**config.mk**
```make
export PLATFORM = sky130hd
export DESIGN_NAME = prog_launcher
export DESIGN_NICKNAME = d
export VERILOG_FILES = /design/src/rtl/prog_launcher_pkg.sv /design/src/rtl/prog_launcher_sat_counter.sv /design/src/rtl/prog_launcher.sv
export SDC_FILE = /design/constraint.sdc
export NUM_CORES = 1
export LEC_CHECK = 0
export ABC_AREA = 1
export CAP_MARGIN = 10
export CORE_MARGIN = 2
export CORE_UTILIZATION = 30
export DETAILED_ROUTE_END_ITERATION = 10
export HOLD_SLACK_MARGIN = 0.08
export PLACE_DENSITY = 0.6
export RECOVER_POWER = 50
export SYNTH_ARGS = -nofsm -noshare
export SYNTH_HDL_FRONTEND = slang
export SYNTH_SLANG_ARGS = --single-unit
```
**constraint.sdc**
```tcl
create_clock -name Clk -period 2.75 [get_ports Clk]
set_input_delay 0.275 -clock Clk [delete_from_list [all_inputs] [get_ports Clk]]
set_output_delay 0.275 -clock Clk [all_outputs]
set_load 0.005 [all_outputs]
```
**src/rtl/prog_launcher_pkg.sv**
```systemverilog
// prog_launcher shared types: launcher FSM state encoding
// and the default RUN-phase timeout.
package prog_launcher_pkg;

  typedef enum logic [2:0] {
    L_IDLE,
    L_START,
    L_ARM,
    L_RUN,
    L_REPORT,
    L_FIN
  } launch_st_t;

  localparam logic [15:0] MAX_CYC_DEF = 16'hFFF0;

endpackage

```
**src/rtl/prog_launcher_sat_counter.sv**
```systemverilog
// sat_counter: up-counter with clear, enable, saturation at all-ones.
// Ports: Clk, Reset_n, Clr, En, Limit -> Count, AtLimit (Count >= Limit).
module sat_counter #(
  parameter int W = 16
) (
  input  logic         Clk,
  input  logic         Reset_n,
  input  logic         Clr,
  input  logic         En,
  input  logic [W-1:0] Limit,
  output logic [W-1:0] Count,
  output logic         AtLimit
);

  logic [W-1:0] cnt;

  always_ff @(posedge Clk or negedge Reset_n) begin
    if (!Reset_n) begin
      cnt <= '0;
    end else if (Clr) begin
      cnt <= '0;
    end else if (En && (cnt != '1)) begin
      cnt <= cnt + 1'b1;
    end
  end

  assign Count   = cnt;
  assign AtLimit = (cnt >= Limit);

endmodule

```
**src/rtl/prog_launcher.sv**
```systemverilog
// prog_launcher: initiator end of the Start/Ack handshake; runs NumRuns
// programs per Req, times each run, flags hung DUT via TimedOut.
// Ports: Clk, Reset_n, Req, NumRuns, Ack -> Start, Busy, RunIdx,
//   CycleCt, CycleVld, Done, TimedOut.
// Option LAUNCH_STATS_EN adds TotCyc (sum) and MaxCyc (running max).
module prog_launcher
  import prog_launcher_pkg::*;
#(
  parameter int          START_LEN = 2,
  parameter int          CW        = 16,
  parameter int unsigned MAX_CYC   = 32'(MAX_CYC_DEF),
  parameter int          ARM_TO    = 8
) (
  input  logic          Clk,
  input  logic          Reset_n,
  input  logic          Req,
  input  logic [1:0]    NumRuns,
  input  logic          Ack,
  output logic          Start,
  output logic          Busy,
  output logic [1:0]    RunIdx,
  output logic [CW-1:0] CycleCt,
  output logic          CycleVld,
  output logic          Done,
`ifdef LAUNCH_STATS_EN
  output logic [CW+1:0] TotCyc,
  output logic [CW-1:0] MaxCyc,
`endif
  output logic          TimedOut
);

  localparam logic [CW-1:0] CycMax   = CW'(MAX_CYC);
  localparam logic [CW-1:0] LimStart = CW'(START_LEN - 1);
  localparam logic [CW-1:0] LimArm   = CW'(ARM_TO - 1);
  localparam logic [CW-1:0] LimRun   = CW'(MAX_CYC - 1);

  launch_st_t st, stNxt;

  logic          startQ, busyQ, vldQ, doneQ, toQ;
  logic [1:0]    idxQ, numQ;
  logic [CW-1:0] ctQ;

  logic          accept, armTo, runTo, runDone, idxInc;
  logic          cntClr, cntEn, cntAt;
  logic [CW-1:0] cntLim, cntVal, ctNew;

  // One counter serves as START/ARM timer and RUN cycle count;
  // it is cleared on every phase change.
  sat_counter #(
    .W (CW)
  ) uCnt (
    .Clk     (Clk),
    .Reset_n (Reset_n),
    .Clr     (cntClr),
    .En      (cntEn),
    .Limit   (cntLim),
    .Count   (cntVal),
    .AtLimit (cntAt)
  );

  always_comb begin
    stNxt   = st;
    accept  = 1'b0;
    armTo   = 1'b0;
    runTo   = 1'b0;
    runDone = 1'b0;
    idxInc  = 1'b0;
    cntClr  = 1'b0;
    cntEn   = 1'b0;
    cntLim  = '1;
    unique case (st)
      L_IDLE: begin
        cntClr = 1'b1;
        if (Req) begin
          accept = 1'b1;
          stNxt  = (NumRuns == 2'd0) ? L_FIN : L_START;
        end
      end
      L_START: begin
        cntLim = LimStart;
        if (cntAt) begin
          cntClr = 1'b1;
          stNxt  = L_ARM;
        end else begin
          cntEn = 1'b1;
        end
      end
      L_ARM: begin
        cntLim = LimArm;
        if (!Ack) begin
          cntClr = 1'b1;
          stNxt  = L_RUN;
        end else if (cntAt) begin
          armTo = 1'b1;
          stNxt = L_FIN;
        end else begin
          cntEn = 1'b1;
        end
      end
      L_RUN: begin
        cntLim = LimRun;
        if (Ack) begin
          runDone = 1'b1;
          stNxt   = L_REPORT;
        end else if (cntAt) begin
          // this low cycle is the MAX_CYC-th one
          runTo = 1'b1;
          stNxt = L_FIN;
        end else begin
          cntEn = 1'b1;
        end
      end
      L_REPORT: begin
        cntClr = 1'b1;
        if (idxQ == numQ - 2'd1) begin
          stNxt = L_FIN;
        end else begin
          idxInc = 1'b1;
          stNxt  = L_START;
        end
      end
      L_FIN: begin
        cntClr = 1'b1;
        stNxt  = L_IDLE;
      end
      default: begin
        stNxt = L_IDLE;
      end
    endcase
  end

  assign ctNew = runTo ? CycMax : cntVal;

  always_ff @(posedge Clk or negedge Reset_n) begin
    if (!Reset_n) begin
      st     <= L_IDLE;
      startQ <= 1'b0;
      busyQ  <= 1'b0;
      vldQ   <= 1'b0;
      doneQ  <= 1'b0;
      toQ    <= 1'b0;
      idxQ   <= 2'd0;
      numQ   <= 2'd0;
      ctQ    <= '0;
    end else begin
      st     <= stNxt;
      startQ <= (stNxt == L_START);
      doneQ  <= (stNxt == L_FIN);
      vldQ   <= runDone | runTo;
      if (accept) begin
        busyQ <= 1'b1;
        toQ   <= 1'b0;
        idxQ  <= 2'd0;
        numQ  <= NumRuns;
      end
      if (st == L_FIN) begin
        busyQ <= 1'b0;
      end
      if (armTo || runTo) begin
        toQ <= 1'b1;
      end
      if (idxInc) begin
        idxQ <= idxQ + 2'd1;
      end
      if (runDone || runTo) begin
        ctQ <= ctNew;
      end
    end
  end

`ifdef LAUNCH_STATS_EN
  logic [CW+1:0] totQ;
  logic [CW-1:0] maxQ;

  always_ff @(posedge Clk or negedge Reset_n) begin
    if (!Reset_n) begin
      totQ <= '0;
      maxQ <= '0;
    end else if (accept) begin
      totQ <= '0;
      maxQ <= '0;
    end else if (runDone || runTo) begin
      totQ <= totQ + {2'b00, ctNew};
      if (ctNew > maxQ) begin
        maxQ <= ctNew;
      end
    end
  end

  assign TotCyc = totQ;
  assign MaxCyc = maxQ;
`endif

  assign Start    = startQ;
  assign Busy     = busyQ;
  assign RunIdx   = idxQ;
  assign CycleCt  = ctQ;
  assign CycleVld = vldQ;
  assign Done     = doneQ;
  assign TimedOut = toQ;

endmodule

```
# Word level (Yosys, flattened, before mapping)

Index checks and enable logic that the tools add are counted.

Register bits: 44
Logic and storage cells: 69

$add $sub $neg: 3
Magnitude comparators: 1
Equality and inequality tests: 9
Mux-type cells: 35
Bitwise logic cells: 1
Reductions and logical operators: 10

Operator list:

| operator                | number |
|---|---|
| $mux W16                | 3 |
| $pmux W16 S3            | 1 |
| $mux W3                 | 7 |
| $mux W1                 | 19 |
| $add A16 B1 Y16 const B | 1 |
| $ge A16 B16 Y1          | 1 |
| $ne A16 B16 Y1 const B  | 1 |
| $pmux W3 S5             | 1 |
| $eq A3 B3 Y1 const B    | 3 |
| $reduce_bool A2 Y1      | 4 |
| $eq A3 B1 Y1 const B    | 2 |
| $eq A3 B2 Y1 const B    | 2 |
| $pmux W1 S3             | 2 |
| $mux W2                 | 2 |
| $logic_not A3 Y1        | 1 |
| $reduce_or A3 Y1        | 1 |
| $add A2 B1 Y2 const B   | 1 |
| $eq A2 B2 Y1            | 1 |
| $logic_not A2 Y1        | 1 |
| $logic_or A1 B1 Y1      | 2 |
| $sub A2 B1 Y2 const B   | 1 |
| $logic_and A1 B1 Y1     | 1 |
| $or A1 B1 Y1            | 1 |

# Longest topological paths before layout

Depth in word-level cells: 9
Gate-level depth with buffers: 16
Depth with buffers taken out: 15

# By module

Synthesis repeated with hierarchy kept, for this count alone.

Cells, all modules: 369
Area total of the unflattened synthesis: 2782.7 sq um

By module, submodules not included:

| module        | instances | cells an instance | area an instance (sq um) | seq. area each (sq um) |
|---|---|---|---|---|
| sat_counter   | 1         | 214               | 1440.1                   | 400.4 |
| prog_launcher | 1         | 155               | 1342.5                   | 700.7 |

# Worst setup path after synthesis

No wires, ideal clock.

Path kind: reg-to-reg
Start: reg st[1]
End: reg uCnt.cnt[3] (netlist: uCnt.Count[3])
Setup time: 65 ps
Data arrival time: 1913 ps
Setup slack: 772 ps
Cell stages (with the launch flop): 17
Path buffers: 1
Path through: dfrtp_1 inv_1 nand2_1 nor2_2 ha_1 nand2_1 nand2_1 a21oi_1 nand2_1 nand3_4 nand2_2 nand2_2 nand2_4 nor2_8 buf_6 nand2_1 nand2_1

Word-level cells in the longest chain between the ends: 8

RTL lines:

| item                                                | line                                                           | RTL |
|---|---|---|
| start: declaration                                  | prog_launcher.sv:37                                            | `launch_st_t st, stNxt;` |
| start signal: assignment                            | prog_launcher.sv:146                                           | `st <= stNxt;` |
| $eq A3 B2 Y1 / $eq A3 B1 Y1 (equally long branches) | prog_launcher.sv:71                                            | `unique case (st)` |
| $pmux W16 S3                                        | prog_launcher.sv:71                                            |  |
| $ge A16 B16 Y1                                      | prog_launcher_sat_counter.sv:28                                | `assign AtLimit = (cnt >= Limit);` |
| $mux W1                                             | prog_launcher.sv:81, prog_launcher.sv:93, prog_launcher.sv:105 |  |
| $mux W1, on equally long branches                   | prog_launcher.sv:102, prog_launcher.sv:90                      |  |
| $pmux W1 S3                                         | prog_launcher.sv:71                                            |  |
| $logic_and A1 B1 Y1                                 | prog_launcher_sat_counter.sv:22                                | `end else if (En && (cnt != '1)) begin` |
| $reduce_bool A2 Y1 (no source line)                 | n/a                                                            |  |
| end signal: assignment                              | prog_launcher_sat_counter.sv:23                                | `cnt <= cnt + 1'b1;` |
| end: declaration                                    | prog_launcher_sat_counter.sv:15                                | `logic [W-1:0] cnt;` |

Parallel ways exist; a longest one is shown, timed or not.
A chain may end at the register's enable or synchronous reset.

# Worst setup path after layout

Start: reg st[1]
End: reg doneQ (netlist: Done)

Word-level cells in the longest chain between the ends: 7

RTL lines:

| item                                                | line                                      | RTL |
|---|---|---|
| $eq A3 B2 Y1 / $eq A3 B1 Y1 (equally long branches) | prog_launcher.sv:71                       |  |
| $pmux W16 S3                                        | prog_launcher.sv:71                       |  |
| $ge A16 B16 Y1                                      | prog_launcher_sat_counter.sv:28           |  |
| $mux W3                                             | prog_launcher.sv:93, prog_launcher.sv:105 |  |
| $mux W3, on equally long branches                   | prog_launcher.sv:102, prog_launcher.sv:90 |  |
| $pmux W3 S5 (*)                                     | prog_launcher.sv:71                       |  |
| named net stNxt[2]                                  | prog_launcher.sv:37                       |  |
| $eq A3 B3 Y1 (*)                                    | prog_launcher.sv:148                      | `doneQ <= (stNxt == L_FIN);` |
| end signal: assignment                              | prog_launcher.sv:148                      |  |
| end: declaration                                    | prog_launcher.sv:39                       | `logic startQ, busyQ, vldQ, doneQ, toQ;` |

The timed path passes the listed nets; every way through them passes the cells marked *.

==> report_table.html <==
<table>
<tr><th>Metric</th><th>Value</th></tr>
<tr><th colspan="2">Power and ir drop</th></tr>
<tr><td>Power per cell area</td><td>slightly above 800 nW/um^2</td></tr>
<tr><td>Maximum vdd drop</td><td>0.3559 mV</td></tr>
<tr><td>Cell leakage power</td><td>around 1.4 nW</td></tr>
<tr><td>Power after layout</td><td>2.371 mW</td></tr>
<tr><th colspan="2">Die</th></tr>
<tr><td>Height of the die</td><td>around 94 microns</td></tr>
<tr><td>Starting density of the core</td><td>about a third</td></tr>
<tr><td>I/O pin count</td><td>29</td></tr>
<tr><td>Standard cell core area</td><td>approximately 8000 sq um</td></tr>
<tr><td>Area enclosed by the die boundary</td><td>a little under 9000 sq um</td></tr>
<tr><td>Floorplan row count</td><td>32</td></tr>
<tr><td>Die X</td><td>94.41 microns</td></tr>
<tr><th colspan="2">STA</th></tr>
<tr><td>Slew @ Worst Pin</td><td>2.339 ns</td></tr>
<tr><td>Number of failing setup endpoints in the final timing report</td><td>0</td></tr>
<tr><td>Max-slew violations</td><td>45</td></tr>
<tr><td>Slew headroom</td><td>-55.94%</td></tr>
<tr><td>Final worst path period share</td><td>87.94%</td></tr>
<tr><td>Final hold violation count</td><td>0</td></tr>
<tr><td>Highest clock frequency the design can meet</td><td>just over 400 MHz</td></tr>
<tr><td>Post-route setup TNS</td><td>0 ns</td></tr>
<tr><td>Worst clock skew</td><td>roughly 0.0050 ns</td></tr>
<tr><td>Final period demand of the worst path</td><td>approximately 2.4 ns</td></tr>
<tr><td>Unrepaired setup endpoints after global routing</td><td>false</td></tr>
<tr><th colspan="2">Clock tree</th></tr>
<tr><td>Clock Sink Count</td><td>44</td></tr>
<tr><td>Resized cells post-CTS</td><td>0</td></tr>
<tr><td>Root Buffer</td><td>sky130_fd_sc_hd__clkbuf_8</td></tr>
<tr><td>Hold-fix buffers, CTS</td><td>0</td></tr>
<tr><td>Count of buffers added by post-CTS timing repair for setup</td><td>0</td></tr>
<tr><td>CTS Buf Count</td><td>5</td></tr>
<tr><td>Clock tree from TritonCTS</td><td>yes</td></tr>
<tr><td>Later-pin clock latency in the skew report</td><td>roughly 0.30 ns</td></tr>
<tr><td>Clock Pin Slew Worst Setup and Hold Paths</td><td>~0.080 ns</td></tr>
<tr><td>H-tree Lvls</td><td>2</td></tr>
<tr><td>Maximum number of buffers from clock root to sink</td><td>2</td></tr>
<tr><th colspan="2">Worst setup path</th></tr>
<tr><td>CP max stage delay</td><td>around 0.42 ns</td></tr>
<tr><td>Endpoint kind of the worst setup timing path</td><td>flip-flop</td></tr>
<tr><td>CP max stage cell</td><td>sky130_fd_sc_hd__dfrtp_1</td></tr>
<tr><td>Crit-path cells</td><td>inv_1 -&gt; nand2_1 -&gt; nor2_2 -&gt; ha_1 -&gt; nand2_1 -&gt; nand2_1 -&gt; a21oi_1 -&gt; nand2_1 -&gt; nand3_4 -&gt; nand3_1 -&gt; nand2_2 -&gt; nand3_1 -&gt; inv_1 -&gt; nor2_1</td></tr>
<tr><td>CP Buf/Inv Count</td><td>2</td></tr>
<tr><td>Startpoint Class</td><td>flip-flop</td></tr>
<tr><td>Top cell by count, worst path</td><td>sky130_fd_sc_hd__nand2_1</td></tr>
<tr><td>Startpoint-to-endpoint class of the critical path</td><td>reg -&gt; reg</td></tr>
<tr><td>Worst Path Required</td><td>2.95 ns</td></tr>
<tr><td>Arrival time reported for the critical path endpoint</td><td>~2.6 ns</td></tr>
<tr><td>Largest fanout of any net on the critical path</td><td>28</td></tr>
<tr><td>Top delay family on crit path</td><td>simple AND/OR/NAND/NOR gates</td></tr>
<tr><th colspan="2">Synthesis</th></tr>
<tr><td>Portion of netlist area occupied by mux cells</td><td>1.327%</td></tr>
<tr><td>Simple-Gate Fraction of Synth Area</td><td>roughly a third</td></tr>
<tr><td>Share of the synthesized area in compound gates (AO/OA/AOI/OAI)</td><td>under 10%</td></tr>
<tr><td>Synthesis warning total</td><td>0</td></tr>
<tr><td>Synth Area per Inst</td><td>~8.1 sq um</td></tr>
<tr><td>Library cell occupying the most area in the post-synthesis netlist</td><td>sky130_fd_sc_hd__dfrtp_1</td></tr>
<tr><td>Flip-flop and latch count after synthesis</td><td>44</td></tr>
<tr><td>Sequential area share after synthesis</td><td>44.90%</td></tr>
<tr><td>Proportion of synthesized flip-flops having asynchronous set or reset</td><td>100.0%</td></tr>
<tr><td>Xor/xnor share of the synthesized area</td><td>5.000%</td></tr>
<tr><td>Most common cell in the netlist</td><td>sky130_fd_sc_hd__nand2_1</td></tr>
<tr><td>Area share of fa/ha/maj cells after synthesis</td><td>roughly 2%</td></tr>
<tr><td>Netlist area before placement</td><td>2452 sq um</td></tr>
<tr><td>Commonest register cell after synthesis</td><td>sky130_fd_sc_hd__dfrtp_1</td></tr>
<tr><td>Post-synth EDFFs</td><td>0</td></tr>
<tr><td>Number of instances in the synthesized netlist</td><td>approximately 300</td></tr>
<tr><td>Cells taking the most area after synthesis</td><td>sky130_fd_sc_hd__dfrtp_1 (45%), sky130_fd_sc_hd__nand2_1 (12%), sky130_fd_sc_hd__inv_1 (6.1%)</td></tr>
<tr><td>Post-synth top cells</td><td>sky130_fd_sc_hd__nand2_1 (78), sky130_fd_sc_hd__dfrtp_1 (44), sky130_fd_sc_hd__inv_1 (40)</td></tr>
<tr><td>Combinational family with the most area after synthesis</td><td>simple AND/OR/NAND/NOR gates</td></tr>
<tr><td>Number of distinct standard cells referenced by the synthesized netlist</td><td>29</td></tr>
<tr><td>Area share of the leading cell type in the synthesized netlist</td><td>44.90%</td></tr>
<tr><td>Mapped Nets</td><td>slightly above 300</td></tr>
<tr><th colspan="2">Final layout</th></tr>
<tr><td>Share of final-layout standard cells stronger than drive strength 1</td><td>under 10%</td></tr>
<tr><td>Post-layout net count</td><td>341</td></tr>
<tr><td>Antenna diode count</td><td>0</td></tr>
<tr><td>Non-filler instance count after layout</td><td>roughly 430</td></tr>
<tr><td>Area added between synthesis and finish</td><td>18.47%</td></tr>
<tr><td>Final core utilization</td><td>~37%</td></tr>
<tr><td>Final non-filler cell area</td><td>about 2900 sq um</td></tr>
<tr><th colspan="2">Placed design</th></tr>
<tr><td>Global placement routability congestion</td><td>approximately 0.84</td></tr>
<tr><td>Count of buffers from port buffering</td><td>28</td></tr>
<tr><td>Half-perimeter wire length after detailed placement</td><td>~3800 microns</td></tr>
<tr><td>Inst Count DP</td><td>426</td></tr>
<tr><td>Placed standard-cell area</td><td>2813 sq um</td></tr>
<tr><th colspan="2">Min path</th></tr>
<tr><td>Hold Crit Class</td><td>reg -&gt; reg</td></tr>
<tr><th colspan="2">Global route</th></tr>
<tr><td>Gr ovfl total</td><td>0</td></tr>
<tr><td>Maximum number of pins on one net before global-route repair</td><td>45</td></tr>
<tr><td>Total GRT Usage</td><td>between 10% and 20%</td></tr>
<tr><td>Antenna violations before repair</td><td>0</td></tr>
<tr><td>Global-route wire length before repair</td><td>approximately 8900 microns</td></tr>
<tr><td>Vias in the first global route</td><td>1924</td></tr>
<tr><th colspan="2">Route</th></tr>
<tr><td>Antenna Nets Post-Route</td><td>0</td></tr>
<tr><td>1st-iter DRT viols</td><td>93</td></tr>
<tr><td>Number of design rule violations left after detail routing</td><td>0</td></tr>
<tr><td>First-pass detailed-route iteration total</td><td>4</td></tr>
<tr><td>Via density</td><td>4.532</td></tr>
<tr><td>Vias</td><td>1967</td></tr>
<tr><td>Wirelength per Cell</td><td>~12 microns</td></tr>
<tr><td>Detailed-route wire length</td><td>about 5000 microns</td></tr>
<tr><th colspan="2">Run</th></tr>
<tr><td>Number of maximum-capacitance constraint violations</td><td>1</td></tr>
<tr><th colspan="2">Run status</th></tr>
<tr><td>Outcome</td><td>complete, but fails checks</td></tr>
<tr><td>Violated checks</td><td>max-capacitance violations, max-slew violations</td></tr>
</table>
tightest hold or removal path, stage by stage, from the launching register on:
cell	delay (ns)
sky130_fd_sc_hd__dfrtp_1	0.35
sky130_fd_sc_hd__nand2_1	0.05
sky130_fd_sc_hd__o21ai_0	0.05
stage by stage:
step	worst slack, ns	hold slack (ns)
5_1_grt	0.05650	0.5191
4_1_cts	0.3165	0.1669
2_1_floorplan	0.7723	-0.02059
6_report	0.3317	0.4846
3_5_place_dp	0.3503	0.4724
3_3_place_gp	0.4778	0.4686
cell families after synthesis:
logic type               after synthesis
buffers and inverters                 50
adder cells (fa/ha/maj)                4
multiplexers                           3
XOR/XNOR                              14
flip-flops                            44
AO/OA/AOI/OAI                         28
AND/OR/NAND/NOR                      158
cell usage in the layout, fill, tap and decap left out, types with 7 or more instances in the layout:
| cell type | count |
|---|---|
| sky130_fd_sc_hd__nand2_1 | 78 |
| sky130_fd_sc_hd__nor2_1 | 16 |
| sky130_fd_sc_hd__dlygate4sd3_1 | 7 |
| sky130_fd_sc_hd__nand3_1 | 23 |
| sky130_fd_sc_hd__nand3b_1 | 10 |
| sky130_fd_sc_hd__inv_1 | 40 |
| sky130_fd_sc_hd__xor2_1 | 13 |
| sky130_fd_sc_hd__o21ai_0 | 22 |
| sky130_fd_sc_hd__dfrtp_1 | 44 |
| sky130_fd_sc_hd__clkdlybuf4s50_1 | 20 |
layer usage:
metal  global-route usage [%]  vias to the layer above  share of wire [%]
met4                    4.589                        0                1.7
met5                        0                        -                  0
met3                    2.474                        6                2.8
met2                    19.76                       33                 46
met1                    17.71                      914                 50
li1                         -                     1014                  -
area by class of cell:
type / instances / area [sq um]
clock buffer: 7 / 86.33
clock inverter: 1 / 7.507
fill: 817 / 4902
inverter: 45 / 173.9
multi-input combinational: 207 / 1135
sequential: 44 / 1101
tap: 102 / 127.6
timing repair buffer: 28 / 274.0
registers in the layout, indices dropped and copies added, names as in the netlist:
| register | flops |
|---|---|
| CycleCt | 16 |
| uCnt.Count | 16 |
| st | 3 |
| RunIdx | 2 |
| numQ | 2 |
| Busy | 1 |
| CycleVld | 1 |
| Done | 1 |
| Start | 1 |
| TimedOut | 1 |
worst paths after layout:
check | end | cells past startpoint | start | slack [ns]
setup / recovery | Done | 14 | st[1] | 0.33
hold / removal | CycleCt[14] | 2 | CycleCt[14] | 0.48
setup reg to reg | Done | 14 | st[1] | 0.33
hold reg to reg | CycleCt[14] | 2 | CycleCt[14] | 0.48
max in group asynchronous | uCnt.Count[4] | 1 | Reset_n | 0.74
min in group asynchronous | RunIdx[0] | 1 | Reset_n | 0.68
power breakdown:
group / leakage, nW / switching (mW) / internal (mW)
sequential: 0.591 / 0.0854 / 0.759
clock: 0.0445 / 0.219 / 0.204
combinational: 0.760 / 0.725 / 0.378
total: 1.40 / 1.03 / 1.34
Note: power is estimated with default switching activity, not from simulation.
